`config.mk`:
```
export PLATFORM = sky130hd
export DESIGN_NAME = gecko_run_supervisor
export DESIGN_NICKNAME = d
export VERILOG_FILES = /design/src/rtl/gecko_run_supervisor_pkg.sv /design/src/rtl/gecko_credit_counter.sv /design/src/rtl/gecko_run_supervisor.sv
export SDC_FILE = /design/constraint.sdc
export NUM_CORES = 1
export LEC_CHECK = 0
export CORE_ASPECT_RATIO = 1.25
export CORE_MARGIN = 2
export CORE_UTILIZATION = 49
export DETAILED_ROUTE_END_ITERATION = 10
export PLACE_DENSITY_LB_ADDON = 0.1
export SLEW_MARGIN = 20
export SYNTH_ARGS = -nofsm -noshare
export SYNTH_HDL_FRONTEND = slang
export SYNTH_SLANG_ARGS = --single-unit
```
`constraint.sdc`:
```
create_clock -name clk -period 2.97 [get_ports clk]
set_clock_uncertainty 0.05 [all_clocks]
set_input_delay 0.891 -clock clk [delete_from_list [all_inputs] [get_ports clk]]
set_output_delay 0.891 -clock clk [all_outputs]
set_load 0.02 [all_outputs]
```
`src/rtl/gecko_run_supervisor_pkg.sv`:
```
// Shared types and constants for the gecko_micro run supervisor.
// Holds the sequencer state encoding and the supervisor request ids.
package gecko_run_supervisor_pkg;

    typedef enum logic [2:0] {
        IDLE,
        HOLD,
        RUN,
        DUMP,
        PATCH,
        DONE
    } gecko_supervisor_state_t;

    localparam logic GECKO_SUP_ID_DUMP  = 1'b0;
    localparam logic GECKO_SUP_ID_PATCH = 1'b1;

    // Width of a counter that must be able to hold max_val itself.
    function automatic int unsigned gecko_cnt_width(input int unsigned max_val);
        return (max_val < 2) ? 1 : $clog2(max_val + 1);
    endfunction

endpackage

```
`src/rtl/gecko_credit_counter.sv`:
```
// Up/down occupancy counter with full/empty flags; one-cycle registered update.
// Simultaneous increment and decrement leave the count unchanged.
module gecko_credit_counter #(
    parameter int unsigned MAX_COUNT = 2
) (
    input  logic                           clk,
    input  logic                           rst_n,
    input  logic                           i_inc,
    input  logic                           i_dec,
    output logic [$clog2(MAX_COUNT+1)-1:0] o_count,
    output logic                           o_full,
    output logic                           o_empty
);

    localparam int unsigned CW = $clog2(MAX_COUNT + 1);

    logic [CW-1:0] r_count;

    always_ff @(posedge clk or negedge rst_n) begin
        if (!rst_n) begin
            r_count <= '0;
        end else if (i_inc && !i_dec) begin
            r_count <= r_count + 1'b1;
        end else if (i_dec && !i_inc) begin
            r_count <= r_count - 1'b1;
        end
    end

    assign o_count = r_count;
    assign o_full  = (r_count == CW'(MAX_COUNT));
    assign o_empty = (r_count == '0);

endmodule

```
`src/rtl/gecko_run_supervisor.sv`:
```
// Reset/run/dump/patch sequencer for a gecko_micro core over its supervisor port.
// Dump responses pass combinationally to the dump stream; dump_ready backpressures the slave.
module gecko_run_supervisor
    import gecko_run_supervisor_pkg::*;
#(
    parameter int unsigned           ADDR_WIDTH      = 32,
    parameter int unsigned           DATA_WIDTH      = 32,
    parameter int unsigned           NUM_RUNS        = 3,
    parameter int unsigned           RESET_CYCLES    = 20,
    parameter int unsigned           TIMEOUT_CYCLES  = 65536,
    parameter logic [ADDR_WIDTH-1:0] DUMP_BASE       = '0,
    parameter int unsigned           DUMP_WORDS      = 4,
    parameter logic [ADDR_WIDTH-1:0] MAILBOX_ADDR    = '0,
    parameter int unsigned           MAX_OUTSTANDING = 2,
    localparam int unsigned          RUN_W           = $clog2(NUM_RUNS + 1)
) (
    input  logic                    clk,
    input  logic                    rst,
    input  logic                    start,
    output logic                    core_rst,
    input  logic                    finished_flag,
    input  logic                    faulted_flag,
    output logic                    req_valid,
    input  logic                    req_ready,
    output logic                    req_read_enable,
    output logic [DATA_WIDTH/8-1:0] req_write_enable,
    output logic [ADDR_WIDTH-1:0]   req_addr,
    output logic [DATA_WIDTH-1:0]   req_data,
    output logic                    req_id,
    input  logic                    resp_valid,
    output logic                    resp_ready,
    input  logic [DATA_WIDTH-1:0]   resp_data,
    input  logic                    resp_id,
    output logic                    dump_valid,
    input  logic                    dump_ready,
    output logic [DATA_WIDTH-1:0]   dump_data,
    output logic                    dump_last,
    output logic                    dump_fault,
    output logic [RUN_W-1:0]        run_index,
    output logic                    busy,
    output logic                    done
);

    localparam int unsigned HOLD_W = gecko_cnt_width(RESET_CYCLES);
    localparam int unsigned WORD_W = gecko_cnt_width(DUMP_WORDS);
    localparam int unsigned OUT_W  = $clog2(MAX_OUTSTANDING + 1);

    gecko_supervisor_state_t r_state, w_next_state;

    logic                  r_core_rst;
    logic [HOLD_W-1:0]     r_hold_cnt;
    logic [31:0]           r_timer;
    logic                  r_fault_lat;
    logic [WORD_W-1:0]     r_issue_cnt;
    logic [WORD_W-1:0]     r_ret_cnt;
    logic [DATA_WIDTH-1:0] r_last_word;
    logic [DATA_WIDTH-1:0] r_mbox_dat;
    logic                  r_patch_sent;
    logic [RUN_W-1:0]      r_run_index;
    logic                  r_proto_err;

    logic             w_full, w_empty;
    logic [OUT_W-1:0] w_outstanding;
    logic             w_timeout, w_last_ret, w_resp_expected;
    logic             w_req_fire, w_resp_fire, w_dump_fire;

    assign w_timeout   = (TIMEOUT_CYCLES != 0) && (r_timer == 32'(TIMEOUT_CYCLES - 1));
    assign w_last_ret  = (r_ret_cnt == WORD_W'(DUMP_WORDS - 1));
    assign w_req_fire  = req_valid && req_ready;
    assign w_resp_fire = resp_valid && resp_ready;
    assign w_dump_fire = dump_valid && dump_ready;

    always_comb begin
        w_next_state     = r_state;
        req_valid        = 1'b0;
        req_read_enable  = 1'b0;
        req_write_enable = '0;
        req_addr         = '0;
        req_data         = '0;
        req_id           = GECKO_SUP_ID_DUMP;
        resp_ready       = 1'b1;
        dump_valid       = 1'b0;
        w_resp_expected  = 1'b0;
        case (r_state)
            IDLE: if (start) w_next_state = HOLD;
            HOLD: if (r_hold_cnt == HOLD_W'(RESET_CYCLES - 1)) w_next_state = RUN;
            RUN:  if (finished_flag || faulted_flag || w_timeout) w_next_state = DUMP;
            DUMP: begin
                // Gating on credit only: valid can never drop without a fire.
                req_valid       = (r_issue_cnt != WORD_W'(DUMP_WORDS)) && !w_full;
                req_read_enable = 1'b1;
                req_addr        = DUMP_BASE + ADDR_WIDTH'({r_issue_cnt, 2'b00});
                if (resp_id == GECKO_SUP_ID_DUMP && !w_empty) begin
                    w_resp_expected = 1'b1;
                    resp_ready      = dump_ready;
                    dump_valid      = resp_valid;
                    if (resp_valid && dump_ready && w_last_ret) w_next_state = PATCH;
                end
            end
            PATCH: begin
                req_valid        = !r_patch_sent;
                req_write_enable = '1;
                req_addr         = MAILBOX_ADDR;
                req_data         = r_mbox_dat;
                req_id           = GECKO_SUP_ID_PATCH;
                if (r_patch_sent && resp_id == GECKO_SUP_ID_PATCH) begin
                    w_resp_expected = 1'b1;
                    if (resp_valid)
                        w_next_state = (r_run_index == RUN_W'(NUM_RUNS - 1)) ? DONE : HOLD;
                end
            end
            DONE:    w_next_state = DONE;
            default: w_next_state = IDLE;
        endcase
    end

    always_ff @(posedge clk or negedge rst) begin
        if (!rst) begin
            r_state      <= IDLE;
            r_core_rst   <= 1'b1;
            r_hold_cnt   <= '0;
            r_timer      <= '0;
            r_fault_lat  <= 1'b0;
            r_issue_cnt  <= '0;
            r_ret_cnt    <= '0;
            r_last_word  <= '0;
            r_mbox_dat   <= '0;
            r_patch_sent <= 1'b0;
            r_run_index  <= '0;
            r_proto_err  <= 1'b0;
        end else begin
            r_state    <= w_next_state;
            r_core_rst <= (w_next_state == IDLE) || (w_next_state == HOLD) || (w_next_state == DONE);
            r_hold_cnt <= (r_state == HOLD) ? r_hold_cnt + 1'b1 : '0;
            r_timer    <= (r_state == RUN) ? r_timer + 32'd1 : '0;
            if (r_state == RUN && w_next_state == DUMP) r_fault_lat <= faulted_flag || w_timeout;
            if (r_state != DUMP)  r_issue_cnt <= '0;
            else if (w_req_fire)  r_issue_cnt <= r_issue_cnt + 1'b1;
            if (r_state != DUMP)  r_ret_cnt <= '0;
            else if (w_dump_fire) r_ret_cnt <= r_ret_cnt + 1'b1;
            if (w_dump_fire) r_last_word <= resp_data;
            if (r_state != PATCH) r_patch_sent <= 1'b0;
            else if (w_req_fire)  r_patch_sent <= 1'b1;
            // The mailbox of the next run carries this run's final word.
            if (r_state == PATCH && w_next_state != PATCH) begin
                r_run_index <= r_run_index + 1'b1;
                r_mbox_dat  <= r_last_word;
            end
            if (w_resp_fire && !w_resp_expected) r_proto_err <= 1'b1;
        end
    end

    gecko_credit_counter #(
        .MAX_COUNT (MAX_OUTSTANDING)
    ) u_credit (
        .clk     (clk),
        .rst_n   (rst),
        .i_inc   (w_req_fire && (r_state == DUMP)),
        .i_dec   (w_dump_fire),
        .o_count (w_outstanding),
        .o_full  (w_full),
        .o_empty (w_empty)
    );

    always_ff @(posedge clk) begin
        if (rst) begin
            assert (!r_proto_err);
            assert (w_outstanding <= OUT_W'(MAX_OUTSTANDING));
        end
    end

    assign core_rst   = r_core_rst;
    assign dump_data  = resp_data;
    assign dump_last  = dump_valid && w_last_ret;
    assign dump_fault = dump_valid && r_fault_lat;
    assign run_index  = r_run_index;
    assign busy       = (r_state != IDLE) && (r_state != DONE);
    assign done       = (r_state == DONE);

endmodule

```
After elaboration in Yosys (flattened, before gate mapping)
Cells that the tools add are included.
{"block": "word_totals", "ff_bits": 117, "inputBits": 41, "out_inout_bits": 112}
{"block": "op_classes", "add_sub_neg": 7, "eq_ne": 18, "mux": 29, "n_bitwise": 1, "reduce_logical": 33}
{"operator": "2-to-1 mux 32 bit", "count": 2}
{"operator": "2-to-1 mux 3 bit", "count": 12}
{"operator": "adder 32 x 1 -> 32 bit (second input constant)", "count": 1}
{"operator": "== test 32 x 16 -> 1 bit (second input constant)", "count": 1}
{"operator": "case mux 3 bit (6 select lines)", "count": 1}
{"operator": "logical AND 1 bit", "count": 15}
{"operator": "== test 3 x 2 -> 1 bit (second input constant)", "count": 4}
{"operator": "!= test 3 bit (second input constant)", "count": 4}
{"operator": "2-to-1 mux 5 bit", "count": 2}
{"operator": "== test 3 bit (second input constant)", "count": 3}
{"operator": "2-to-1 mux 1 bit", "count": 8}
{"operator": "nonzero test 2 bit", "count": 4}
{"operator": "adder 3 x 1 -> 3 bit (second input constant)", "count": 2}
{"operator": "== test 3 x 1 -> 1 bit (second input constant)", "count": 2}
{"operator": "logical NOT 3 bit", "count": 2}
{"operator": "adder 5 x 1 -> 5 bit (second input constant)", "count": 1}
{"operator": "== test 5 bit (second input constant)", "count": 1}
{"operator": "logical NOT 1 bit", "count": 5}
{"operator": "logical OR 1 bit", "count": 5}
{"operator": "adder 2 x 1 -> 2 bit (second input constant)", "count": 2}
{"operator": "== test 2 bit (second input constant)", "count": 2}
{"operator": "2-to-1 mux 2 bit", "count": 2}
{"operator": "2-to-1 mux 4 bit", "count": 1}
{"operator": "!= test 3 x 2 -> 1 bit (second input constant)", "count": 1}
{"operator": "other kinds (5)", "count": 5}

Logic depth before layout (Yosys ltp)
{"block": "depth", "depth_word": 10, "ltp_mapped": 12, "mapped_depth_nobuf": 9}

By module
A second synthesis with hierarchy kept.
{"block": "unflattened", "cells_unflattened": 536, "area_unflattened_um2": 5947.0}
{"module": "gecko_run_supervisor", "instances": 1, "cells_per_inst": 526, "area_each_um2": 5838.1, "seq_area_each_um2": 2879.0}
{"module": "gecko_credit_counter", "instances": 1, "cells_per_inst": 10, "area_each_um2": 108.9, "seq_area_each_um2": 50.0}

Worst setup path before layout
Ideal clock, no wire load.
{"block": "synth_timing", "kind": "in2reg", "start": "in resp_id", "end": "reg u_credit.r_count[1], in the netlist u_credit.o_count[1]", "setup_time_ns": 0.079, "arrival_ns": 2.589, "required_time_ns": 2.841, "slack_ns": 0.252, "path_stages": 10, "n_path_buf": 3, "path_cell_list": "o21ba_2 > and3_1 > clkbuf_1 > and2_1 > buf_2 > buf_2 > inv_1 > ha_1 > nor2_1 > xor2_1"}
{"block": "synth_via", "elab_chain_len": 8, "elab_cells_between_ends": 10}
{"item": "start, declared", "line": "gecko_run_supervisor.sv:33", "rtl": "input logic resp_id,"}
{"item": "NOT 1 bit (*)", "line": "gecko_run_supervisor.sv:93", "rtl": "if (resp_id == GECKO_SUP_ID_DUMP && !w_empty) begin"}
{"item": "logical AND 1 bit (*)", "line": "gecko_run_supervisor.sv:93"}
{"item": "2-to-1 mux 1 bit (*)", "line": "gecko_run_supervisor.sv:93"}
{"item": "2-to-1 mux 1 bit (*)", "line": "gecko_run_supervisor.sv:84", "rtl": "case (r_state)"}
{"item": "logical AND 1 bit (*)", "line": "gecko_run_supervisor.sv:71", "rtl": "assign w_dump_fire = dump_valid && dump_ready;"}
{"item": "logical NOT 1 bit", "line": "gecko_credit_counter.sv:22", "rtl": "end else if (i_inc && !i_dec) begin"}
{"item": "logical AND 1 bit", "line": "gecko_credit_counter.sv:22"}
{"item": "2-to-1 mux 2 bit / nonzero test 2 bit (equally long branches)"}
{"item": "end signal, assigned", "line": "gecko_credit_counter.sv:23", "rtl": "r_count <= r_count + 1'b1;"}
{"item": "end signal, assigned", "line": "gecko_credit_counter.sv:25", "rtl": "r_count <= r_count - 1'b1;"}
{"item": "end, declared", "line": "gecko_credit_counter.sv:17", "rtl": "logic [CW-1:0] r_count;"}
Every way passes the cells marked *; elsewhere a longest branch is shown, timed or not.
A chain may end at the register's enable or synchronous reset.

Worst setup path in the final report
{"block": "layout_timing", "start": "in resp_data[2]", "end": "out dump_data[2]"}
{"item": "start, declared", "line": "gecko_run_supervisor.sv:32", "rtl": "input logic [DATA_WIDTH-1:0] resp_data,"}
{"item": "end, declared", "line": "gecko_run_supervisor.sv:36", "rtl": "output logic [DATA_WIDTH-1:0] dump_data,"}
No word-level cell between the ends.

==> results.md <==
* Tmin final at 2.94 ns
* Synth Area in Adders at 0.0170
* DRC viols at 0
* Req. time, crit path at 2.03 ns
* Commonest non-fill, non-tap cell in the layout: dfrtp_1
* Largest fanout on the critical path at 2
* Cells after synthesis at roughly 530
* Most frequent cells in the layout: dfrtp_1, clkdlybuf4s50_1, mux2_2
* Cell Area, Synth at 5900 µm²
* GR Overflow Total at 0
* Router iterations before antenna repair at 4
* Post-Route Setup TNS at 0 ns
* Per-cell routed wire length at 15.4 µm
* Peak supply drop at 0.000397 V
* Placed cell count at 783
* RR Startpoint: r_timer[17]
* CP Data Arrival Time at 2.00 ns
* Clk Tree Root Cell: clkbuf_16
* P&R area growth vs syn at 30.4%
* Slew Limit Fails at 0
* Mux cell area share after synthesis at 0.128
* Antenna violations before repair at 0
* Status: finished clean
* Relative slew slack at 0.547
* Synth top area cells: dfrtp_1, mux2_2, buf_4
* Die X at 102 µm
* Die Ht at 127 µm
* Hold Crit Class: in -> async
* Main combinational cell family by area after synthesis: simple AND/OR/NAND/NOR gates
* Final Util at 0.659
* Static Leakage at between 0.003 and 0.004 µW
* Fraction of layout cells with a size suffix above 1 at 0.236
* Post-Synth Simple-Gate Area at 0.157
* Worst slew pin tran at 0.674 ns
* TritonCTS clock tree: yes
* Ant. Diodes at 0
* Post-route cell area at around 7700 µm²
* Core area at 11700 µm²
* Largest area contributor in the netlist: dfrtp_1
* Vias at 4224
* Prevailing post-synth register cell: dfrtp_1
* Clk sinks at 117
* Clock transition at the registers of the reported paths at 0.05 ns
* Most frequent CP cell: clkdlybuf4s50_1
* Final wirelength at between 10000 and 15000 µm
* Worst Setup End Kind: output pin
* Xor and xnor fraction of the mapped netlist area at 0.0312
* WS Path Type: in -> out
* Worst hold margin at 0.232 ns
* Routability cong. at around 0.83
* DP HPWL at 8200 µm
* Reg2Reg Depth at 4
* Placed Area at a little over 7000 µm²
* Final setup fails at 0
* 1st-iter DRT viols at 224
* Crit path buffers/inverters at 2
* Initial core utilization at 0.505
* Crit-path cells: clkdlybuf4s50_1 > clkdlybuf4s50_1
* H-tree depth at 4
* Post-route ant nets at 0
* Fmax achieved at 340 MHz
* Synth warn at 0
* Site row count at 44
* Share of the synthesized area in the top cell type at 0.492
* Total GRT Usage at 0.200
* PwrDens at 634 nW/µm²
* Fin. Hold Viols at 0
* Fin nets at just under 700
* Register bit total from synthesis at 117
* Buffers on Ports at 123
* Number of global-route vias before repair at 4179
* Io pins at approximately 150
* Vias/cell at 5.17
* End of the worst register-to-register path: r_timer[27]
* Post-synthesis average cell area at ~11 µm²
* CTS Hold Bufs at 0
* Worst skew pair latency at between 0.4 and 0.5 ns
* Reg area at 2930 µm²
* Area of the multi-input gates at 2450 µm²
* Maximum Capacitance Violations at 0
* Critical-path top delay cell: clkdlybuf4s50_1
* Share of the yosys chip area belonging to registers at 0.497
* Post-synthesis cell type count at 51
* Post-synth EDFFs at 0
* Pin count of the biggest net entering global routing at 86
* Worst setup SP type: input port
* Die area at about 13000 µm²
* Fraction of registers with async set/reset at 1.00
* Non-Filler Instances at 817
* CTS Buffer Depth at 2
* First-pass GRT wire length at 20300 µm
* Final period utilization at 0.991
* CTS Buf Count at 17
* Fillers at 951
* Complex-gate fraction of the synthesized area at 0.0594
* Reg2reg setup slack at a little under 0.9 ns
* Delay-heaviest family, CP: buffers and inverters
* CP max stage delay at just over 0.6 ns
-- layer usage --
layer	share of wire	track usage
met5	0	0
met1	0.41	0.239
met2	0.53	0.353
met4	0.012	0.0557
met3	0.048	0.0534
-- cell families (layout without fill, tap and decap cells) --
family	after synthesis	after routing
adder cells (fa/ha/maj)	8	8
AO/OA/AOI/OAI	54	54
other	1	29
XOR/XNOR	21	21
multiplexers	67	67
flip-flops	117	117
buffers and inverters	103	197
AND/OR/NAND/NOR	163	163
-- stage by stage --
step                      total power, µW  worst slack, ns
after floorplan                      2470            0.252
after global placement               2700           -0.497
after detailed placement             2740           -0.516
after CTS                            4900          -0.0407
after global routing                 5080        -0.000305
final                                4870           0.0273
-- worst max path at each step --
| stage | from | endpoint | slack, ns | depth (start not counted) |
|---|---|---|---|---|
| 5_1_grt | r_state[2] | req_addr[4] | -0.0003 | 5 |
| 2_1_floorplan | resp_id | u_credit.o_count[1] | 0.25 | 10 |
| 3_3_place_gp | resp_id | dump_fault | -0.50 | 5 |
| 4_1_cts | r_state[0] | req_data[21] | -0.04 | 5 |
| 6_report | resp_data[2] | dump_data[2] | 0.03 | 2 |
| 3_5_place_dp | resp_id | dump_fault | -0.52 | 5 |
-- registers in the layout, indices dropped and copies added (netlist names), 2 cells and up --
signal / flops
r_issue_cnt: 3
r_timer: 32
r_state: 3
r_last_word: 32
run_index: 2
r_ret_cnt: 3
r_hold_cnt: 5
r_mbox_dat: 32
u_credit.o_count: 2
-- final cells by class --
class | count | area share
clock buffer | 23 | 0.0622
clock inverter | 8 | 0.0192
inverter | 15 | 0.00733
multi-input combinational | 342 | 0.319
sequential | 117 | 0.381
tap | 161 | 0.0262
timing repair buffer | 151 | 0.185
-- what timing repair did --
action                                  in CTS  in global routing
resized for setup                           84                 23
pin swaps                                    1                  1
buffers inserted                             2                  0
endpoints found under the setup margin      43                 23
cloned                                       1                  0
-- cells in the mapped netlist, types with 2 or more instances --
| cell type | n |
|---|---|
| and4_1 | 5 |
| or4_1 | 8 |
| and2_1 | 39 |
| buf_2 | 8 |
| a31oi_1 | 5 |
| mux2_2 | 65 |
| o31ai_1 | 8 |
| a21oi_1 | 18 |
| nor3b_1 | 2 |
| mux2i_1 | 2 |
| xnor2_1 | 11 |
| nand2b_1 | 7 |
| inv_1 | 15 |
| xor2_1 | 10 |
| o21ai_0 | 8 |
| buf_4 | 65 |
| nand2_1 | 17 |
| nor2_1 | 31 |
| clkbuf_1 | 14 |
| or3_1 | 6 |
| ha_1 | 8 |
| a41o_1 | 3 |
| dfrtp_1 | 116 |
| nor4_1 | 7 |
| and3_1 | 5 |
| nand4_1 | 8 |
| nand3_1 | 16 |
| nor3_1 | 4 |
-- report_power, final --
| group | switching (µW) | internal (µW) | total [µW] |
|---|---|---|---|
| clock | 691 | 1460 | 2150 |
| sequential | 131 | 1820 | 1960 |
| combinational | 378 | 382 | 760 |
| total | 1200 | 3670 | 4870 |
No activity file was read; power rests on OpenSTA's default activity.
